===== src/rtl/systolic_fir_preadd_n.sv =====
// systolic_fir_preadd_n
//    N-tap systolic FIR with a symmetric preadder (x(n)+p(n) before the
//    multiply), convergent or floor output rounding, optional output
//    saturation and a double-buffered coefficient bank that is swapped
//    atomically on command.
//
// Ports
//    clk_i           filter clock
//    rst_i           asynchronous, active-high reset
//    ce_i            clock enable for datapath, commit and settle counter
//    dat_i           signed sample x(n), NBITS
//    preadd_i        signed sample p(n), NBITS
//    coeff_addr_i    shadow tap index
//    coeff_dat_i     signed coefficient, COEFF_BITS
//    coeff_wr_i      shadow write strobe (honoured regardless of ce_i)
//    coeff_commit_i  copy shadow bank into active bank (needs ce_i)
//    coeff_ack_o     one-cycle pulse on the cycle after an accepted commit
//    ovf_clr_i       clears ovf_o (a coincident saturation wins)
//    dat_o           rounded, saturated output, NBITS+1
//    valid_o         high once the pipeline has fully settled
//    ovf_o           sticky saturation flag
//    p_o             full-precision accumulator aligned with dat_o
//
// Latency from the x(n)/p(n) capture edge to the dat_o/p_o edge is NTAPS+3
// ce-qualified cycles.

module systolic_fir_preadd_n #(
   parameter int    NTAPS      = 5,
   parameter int    NBITS      = 12,
   parameter int    COEFF_BITS = 18,
   parameter int    SHIFT      = 17,
   parameter string ROUND      = "TRUE",
   parameter string SATURATE   = "TRUE",
   localparam int   AW         = (NTAPS > 1) ? $clog2(NTAPS) : 1,
   localparam int   ACCW       = NBITS + 1 + COEFF_BITS + $clog2(NTAPS)
) (
   input  logic                         clk_i,
   input  logic                         rst_i,
   input  logic                         ce_i,
   input  logic signed [NBITS-1:0]      dat_i,
   input  logic signed [NBITS-1:0]      preadd_i,
   input  logic        [AW-1:0]         coeff_addr_i,
   input  logic signed [COEFF_BITS-1:0] coeff_dat_i,
   input  logic                         coeff_wr_i,
   input  logic                         coeff_commit_i,
   output logic                         coeff_ack_o,
   input  logic                         ovf_clr_i,
   output logic signed [NBITS:0]        dat_o,
   output logic                         valid_o,
   output logic                         ovf_o,
   output logic signed [ACCW-1:0]       p_o
);

   localparam int PREW    = NBITS + 1;
   localparam int PRODW   = PREW + COEFF_BITS;
   localparam int LATENCY = NTAPS + 3;
   localparam int CNTW    = $clog2(LATENCY + 1);
   // Rounded value before clamping: the shifted accumulator plus one bit of
   // headroom for the round-up, widened so the clamp limits always fit.
   localparam int RW      = ACCW - SHIFT + 1;
   localparam int SW      = (RW > NBITS + 2) ? RW : NBITS + 2;
   localparam bit DO_ROUND = (ROUND == "TRUE");
   localparam bit DO_SAT   = (SATURATE == "TRUE");

   localparam logic signed [SW-1:0] MAX_V = SW'((64'sd1 <<< NBITS) - 64'sd1);
   localparam logic signed [SW-1:0] MIN_V = ~MAX_V;

   logic signed [COEFF_BITS-1:0] shadow_r [NTAPS];
   logic signed [COEFF_BITS-1:0] active_r [NTAPS];
   // Sample chain: two registers per tap so each sample meets the partial
   // sum travelling one register per tap down the accumulator chain.
   logic signed [PREW-1:0]       dly_r    [2*NTAPS-1];
   logic signed [PRODW-1:0]      prod_r   [NTAPS];
   logic signed [ACCW-1:0]       acc_r    [NTAPS];
   logic signed [SW-1:0]         rnd_r;
   logic signed [ACCW-1:0]       acc_d_r;
   logic signed [NBITS:0]        dat_r;
   logic signed [ACCW-1:0]       p_r;
   logic                         ovf_r;
   logic                         ack_r;
   logic                         valid_r;
   logic        [CNTW-1:0]       cnt_r;

   logic                         commit_s;
   logic        [NTAPS-1:0]      wr_hit_s;
   logic signed [ACCW-1:0]       acc_last_s;
   logic signed [SW-1:0]         rnd_s;
   logic signed [NBITS:0]        dat_s;
   logic                         sat_s;

   assign commit_s   = coeff_commit_i & ce_i;
   assign acc_last_s = acc_r[NTAPS-1];

   // Decode the shadow write address; out-of-range addresses hit no tap.
   always_comb begin
      wr_hit_s = '0;
      for (int k = 0; k < NTAPS; k++) begin
         if (coeff_wr_i && (coeff_addr_i == AW'(k))) begin
            wr_hit_s[k] = 1'b1;
         end else begin
            wr_hit_s[k] = 1'b0;
         end
      end
   end

   // Shadow bank: written on any clock, independent of ce_i.
   always_ff @(posedge clk_i or posedge rst_i) begin
      if (rst_i) begin
         for (int k = 0; k < NTAPS; k++) shadow_r[k] <= '0;
      end else begin
         for (int k = 0; k < NTAPS; k++) begin
            if (wr_hit_s[k]) shadow_r[k] <= coeff_dat_i;
         end
      end
   end

   // Active bank: whole-bank copy on commit, folding in a same-cycle write.
   always_ff @(posedge clk_i or posedge rst_i) begin
      if (rst_i) begin
         for (int k = 0; k < NTAPS; k++) active_r[k] <= '0;
      end else if (commit_s) begin
         for (int k = 0; k < NTAPS; k++) begin
            active_r[k] <= wr_hit_s[k] ? coeff_dat_i : shadow_r[k];
         end
      end
   end

   // Systolic datapath: preadd, sample chain, products, accumulator chain.
   always_ff @(posedge clk_i or posedge rst_i) begin
      if (rst_i) begin
         for (int i = 0; i < 2*NTAPS-1; i++) dly_r[i] <= '0;
         for (int k = 0; k < NTAPS; k++) begin
            prod_r[k] <= '0;
            acc_r[k]  <= '0;
         end
      end else if (ce_i) begin
         dly_r[0] <= PREW'(dat_i) + PREW'(preadd_i);
         for (int i = 1; i < 2*NTAPS-1; i++) dly_r[i] <= dly_r[i-1];
         for (int k = 0; k < NTAPS; k++) begin
            prod_r[k] <= PRODW'(dly_r[2*k]) * PRODW'(active_r[k]);
         end
         acc_r[0] <= ACCW'(prod_r[0]);
         for (int k = 1; k < NTAPS; k++) acc_r[k] <= acc_r[k-1] + ACCW'(prod_r[k]);
      end
   end

   generate
      if (SHIFT == 0) begin : g_noshift
         assign rnd_s = SW'(acc_last_s);
      end else begin : g_shift
         localparam logic [SHIFT-1:0] HALF_V = SHIFT'(64'd1 << (SHIFT - 1));
         logic signed [RW-1:0] flr_s;
         logic        [SHIFT-1:0] frac_s;
         logic                 up_s;

         // Floor by arithmetic shift, then round half to even on request.
         always_comb begin
            flr_s  = RW'(signed'(acc_last_s[ACCW-1:SHIFT]));
            frac_s = acc_last_s[SHIFT-1:0];
            up_s   = 1'b0;
            if (DO_ROUND) begin
               if (frac_s > HALF_V) begin
                  up_s = 1'b1;
               end else if (frac_s == HALF_V) begin
                  up_s = flr_s[0];
               end else begin
                  up_s = 1'b0;
               end
            end else begin
               up_s = 1'b0;
            end
            if (up_s) begin
               rnd_s = SW'(flr_s) + SW'(2'sd1);
            end else begin
               rnd_s = SW'(flr_s);
            end
         end
      end
   endgenerate

   // Clamp to the NBITS+1 signed range, or wrap by dropping MSBs.
   always_comb begin
      dat_s = rnd_r[NBITS:0];
      sat_s = 1'b0;
      if (DO_SAT && (rnd_r > MAX_V)) begin
         dat_s = MAX_V[NBITS:0];
         sat_s = 1'b1;
      end else if (DO_SAT && (rnd_r < MIN_V)) begin
         dat_s = MIN_V[NBITS:0];
         sat_s = 1'b1;
      end else begin
         dat_s = rnd_r[NBITS:0];
         sat_s = 1'b0;
      end
   end

   // Rounding and output stages; p_o is delayed to line up with dat_o.
   always_ff @(posedge clk_i or posedge rst_i) begin
      if (rst_i) begin
         rnd_r   <= '0;
         acc_d_r <= '0;
         dat_r   <= '0;
         p_r     <= '0;
      end else if (ce_i) begin
         rnd_r   <= rnd_s;
         acc_d_r <= acc_last_s;
         dat_r   <= dat_s;
         p_r     <= acc_d_r;
      end
   end

   // Sticky overflow: a set on the same cycle as a clear wins.
   always_ff @(posedge clk_i or posedge rst_i) begin
      if (rst_i) begin
         ovf_r <= 1'b0;
      end else begin
         ovf_r <= (ce_i & sat_s) | (ovf_r & ~ovf_clr_i);
      end
   end

   // Commit acknowledge, one cycle after acceptance.
   always_ff @(posedge clk_i or posedge rst_i) begin
      if (rst_i) begin
         ack_r <= 1'b0;
      end else begin
         ack_r <= commit_s;
      end
   end

   // Settle counter masks pipeline fill after reset and after every commit.
   always_ff @(posedge clk_i or posedge rst_i) begin
      if (rst_i) begin
         cnt_r   <= CNTW'(LATENCY);
         valid_r <= 1'b0;
      end else if (commit_s) begin
         cnt_r   <= CNTW'(LATENCY);
         valid_r <= 1'b0;
      end else if (ce_i && (cnt_r != '0)) begin
         cnt_r   <= cnt_r - CNTW'(1);
         valid_r <= (cnt_r == CNTW'(1));
      end
   end

   assign dat_o       = dat_r;
   assign p_o         = p_r;
   assign ovf_o       = ovf_r;
   assign coeff_ack_o = ack_r;
   assign valid_o     = valid_r;

endmodule


===== config.mk =====
export PLATFORM = sky130hd
export DESIGN_NAME = systolic_fir_preadd_n
export DESIGN_NICKNAME = d
export VERILOG_FILES = /design/src/rtl/systolic_fir_preadd_n.sv
export SDC_FILE = /design/constraint.sdc
export NUM_CORES = 2
export LEC_CHECK = 0
export BUFFER_PORTS_ARGS = -buffer_cell sky130_fd_sc_hd__buf_4
export CAP_MARGIN = 15
export CORE_MARGIN = 1
export CORE_UTILIZATION = 60
export CTS_BUF_LIST = sky130_fd_sc_hd__clkbuf_16
export DETAILED_ROUTE_END_ITERATION = 7
export PLACE_DENSITY = 0.9
export SLEW_MARGIN = 40
export SYNTH_ARGS = -nofsm -noshare
export SYNTH_HDL_FRONTEND = slang
export SYNTH_SLANG_ARGS = --single-unit

===== constraint.sdc =====
create_clock -name clk_i -period 26.9 [get_ports clk_i]
set_input_delay 5.38 -clock clk_i [delete_from_list [all_inputs] [get_ports clk_i]]
set_output_delay 5.38 -clock clk_i [all_outputs]
set_load 0.01 [all_outputs]

==> impl_metrics.py <==
metrics = {
    "synthesis": {
        "postSynthCellCount": 7404,
        "ys_types": 85,
        "synth-seq-cells": 723,
        "synth_nets": 9075,
        "ys.flop_type": "dfrtp_1",
        "synth_area_um2": 74710,
        "synthArstFlopShare_pct": 100.0,
        "yosysWarnings": 0,
        "seq_area_frac_synth_pct": 24.22,
        "synth_edf_count": 0,
        "synth.avg_cell_area_um2": 10.09,
    },
    "sta": {
        "fmaxAchievable_ghz": 0.1315,
        "rsz0062_at_grt": "false",
        "period_share_pct": 28.27,
        "final_hold_viol_count": 0,
        "fin_crit_ps": 7605,
        "clock_skew_ps": 68.84,
        "finalSetupTns_ps": 0,
        "slew_headroom_pct": 40.02,
        "setup_violations": 0,
        "tightest_slew_ps": 899.6,
        "maxSlewViolCount": 0,
    },
    "layout": {
        "nNetsFinal": 8969,
        "final_common_cell": "inv_1",
        "final_cell_mix": "inv_1 (1133), fa_1 (1090), nand2_1 (1030)",
        "drive_above_1_share_pct": 10.94,
        "area_delta_synth_final_pct": 6.399,
        "fin_cells": 9004,
    },
    "grt": {
        "grt_usage_pct": 30.92,
        "grt_max_degree": 175,
        "grt_first_pass_wirelength_mm": 307.0,
        "antenna_found_initial": 13,
        "grt-ovfl-total": 0,
        "grt_pass1_vias": 58680,
    },
    "setup_path": {
        "max_stage_delay_ps": 520,
        "crit_chain": "buf_8 > buf_12 > buf_16 > inv_4 > buf_4 > nor4_1 > a31o_2 > a21oi_1 > nand2_1",
        "cp.required_ps": 27560,
        "critPathTopFamily": "buffers and inverters",
        "cp-end-kind": "flop",
        "cp_num_buf_inv": 5,
        "path_class": "input pin to flop",
        "critPathLaunchType": "input pin",
        "cp.arrival_ps": 8260,
        "crit_fanout": 122,
        "cp_slowest_cell": "buf_8",
    },
    "floorplan": {
        "num_rows": 129,
        "die_y_um": 354.9,
        "die_w_um": 354.9,
        "dieArea_um2": 125900,
        "start_util_pct": 60.42,
        "io_pins": 101,
        "coreArea_um2": 123600,
    },
    "route": {
        "vias": 53730,
        "drt_iter0_drc": 4582,
        "drc": 0,
        "drtAntennaViolNets": 0,
        "vias_per_cell": 5.967,
        "wl_per_cell_um": 20.90,
        "drt-total-wl_mm": 188.2,
        "firstDrtPassIters": 6,
    },
    "placed_design": {
        "placed_cells": 8854,
        "dpl.hpwl_mm": 138.9,
        "place.gp.congestion": 0.9322,
        "portBuffers": 100,
    },
    "cts": {
        "postCtsHoldBufs": 0,
        "numCtsBuffers": 78,
        "cts.sinks": 723,
        "post_cts_buffers": 0,
        "htreeDepth": 3,
        "cts.repair.resized": 0,
        "clkSlewWorstSetupHoldPaths_ps": 60,
        "insertion_delay_ps": 740,
        "cts_tree": "built",
        "root_buffer": "clkbuf_16",
        "ctsLongestPathBuffers": 3,
    },
    "outcome": {
        "status": "finished clean",
    },
    "job": {
        "drv_cap": 0,
    },
    "hold_path": {
        "worst_hold_path_type": "flop to flop",
    },
}
[Yosys cell counts, types with 9 or more instances]
master	n	area share, %
a211oi_1	40	0.40
a21boi_0	11	0.11
a21o_1	98	0.98
a21oi_1	213	1.4
a31o_2	14	0.16
a31oi_1	25	0.21
and2_1	495	4.1
and3_1	25	0.21
and4_1	9	0.11
buf_1	11	0.055
clkbuf_1	313	1.6
dfrtp_1	722	24
fa_1	1090	29
ha_1	530	8.9
inv_1	1126	5.7
mux2_2	488	7.4
nand2_1	1031	5.2
nand2b_1	39	0.33
nand3_1	42	0.28
nand4_1	15	0.13
nor2_1	241	1.2
nor2b_1	45	0.38
nor3_1	65	0.44
o211ai_1	28	0.28
o21a_1	56	0.56
o21ai_0	145	0.97
o21bai_1	32	0.32
o2bb2ai_1	16	0.19
o31ai_1	26	0.26
or3_1	20	0.17
xnor2_1	209	2.5
xor2_1	54	0.63
[kinds of logic (layout without fill, tap and decap cells)]
logic type | Yosys count | after routing | share of synthesized area, %
other cells | 0 | 7 | 0
fa+ha+maj | 1620 | 1620 | 38.09
flops | 723 | 723 | 24.22
xor+xnor | 263 | 263 | 3.083
buf+inv | 1450 | 1406 | 7.285
mux | 493 | 493 | 7.423
simple gates | 2063 | 2063 | 12.93
compound gates | 792 | 792 | 6.972
[through the flow]
step / instance area, um2 / setup WS (ps) / util (%) / hold WS (ps)
6_report: 79490 / 19300 / 64.29 / 488.4
5_1_grt: 79490 / 18940 / 64.29 / 498.1
4_1_cts: 79400 / 19100 / 64.22 / 488.5
3_5_place_dp: 76690 / 18350 / 62.03 / 478.6
3_3_place_gp: 76610 / 17990 / 61.97 / 473.2
2_1_floorplan: 74710 / 1239 / - / 449.2
[state kept, by name, indices dropped and copies added (netlist names)]
name and cells:
coeff_ack_o 1, valid_o 1, p_o 34, shadow_r 90
dat_o 13, active_r 90, ovf_o 1, cnt_r 4
rnd_r 18, acc_last_s 34, dly_r 117, prod_r 155
acc_r 131, acc_d_r 34
[final cells by class]
class	instances	area (um2)
multi-input combinational	5231	51210
fill	8714	44150
sequential	723	18110
inverter	1126	4242
tap	1637	2048
clock buffer	78	1952
timing repair buffer	138	1155
clock inverter	64	753.2
antenna	7	17.52
[worst reg2reg max path: cells and delay by family (launching register included)]
kind                     cells  cell delay [ps]
XOR/XNOR                     1              340
AND/OR/NAND/NOR              3              840
buffers and inverters        1               50
flip-flops                   1              900
AO/OA/AOI/OAI                7             1700
adder cells (fa/ha/maj)      7             3470
[worst paths after layout]
check	cells past startpoint	to	from	slack, ps
max	9	prod_r[123]	ce_i	19300
min	1	dly_r[86]	dly_r[99]	490
max reg2reg	19	prod_r[61]	dly_r[32]	19460
min reg2reg	1	dly_r[86]	dly_r[99]	490
max in group asynchronous	6	ovf_o	rst_i	19360
min in group asynchronous	2	active_r[57]	rst_i	4800
[per-layer routing]
layer	up-vias	wire [um]	global-route usage [%]
li1	23200	-	-
met1	27200	67190	36.27
met2	2534	92380	52.34
met3	773	15390	6.169
met4	16	13140	19.11
met5	-	91	0
Power is not shown: default switching activity piles up to over one toggle a cycle in this logic, so the estimate is an artifact.
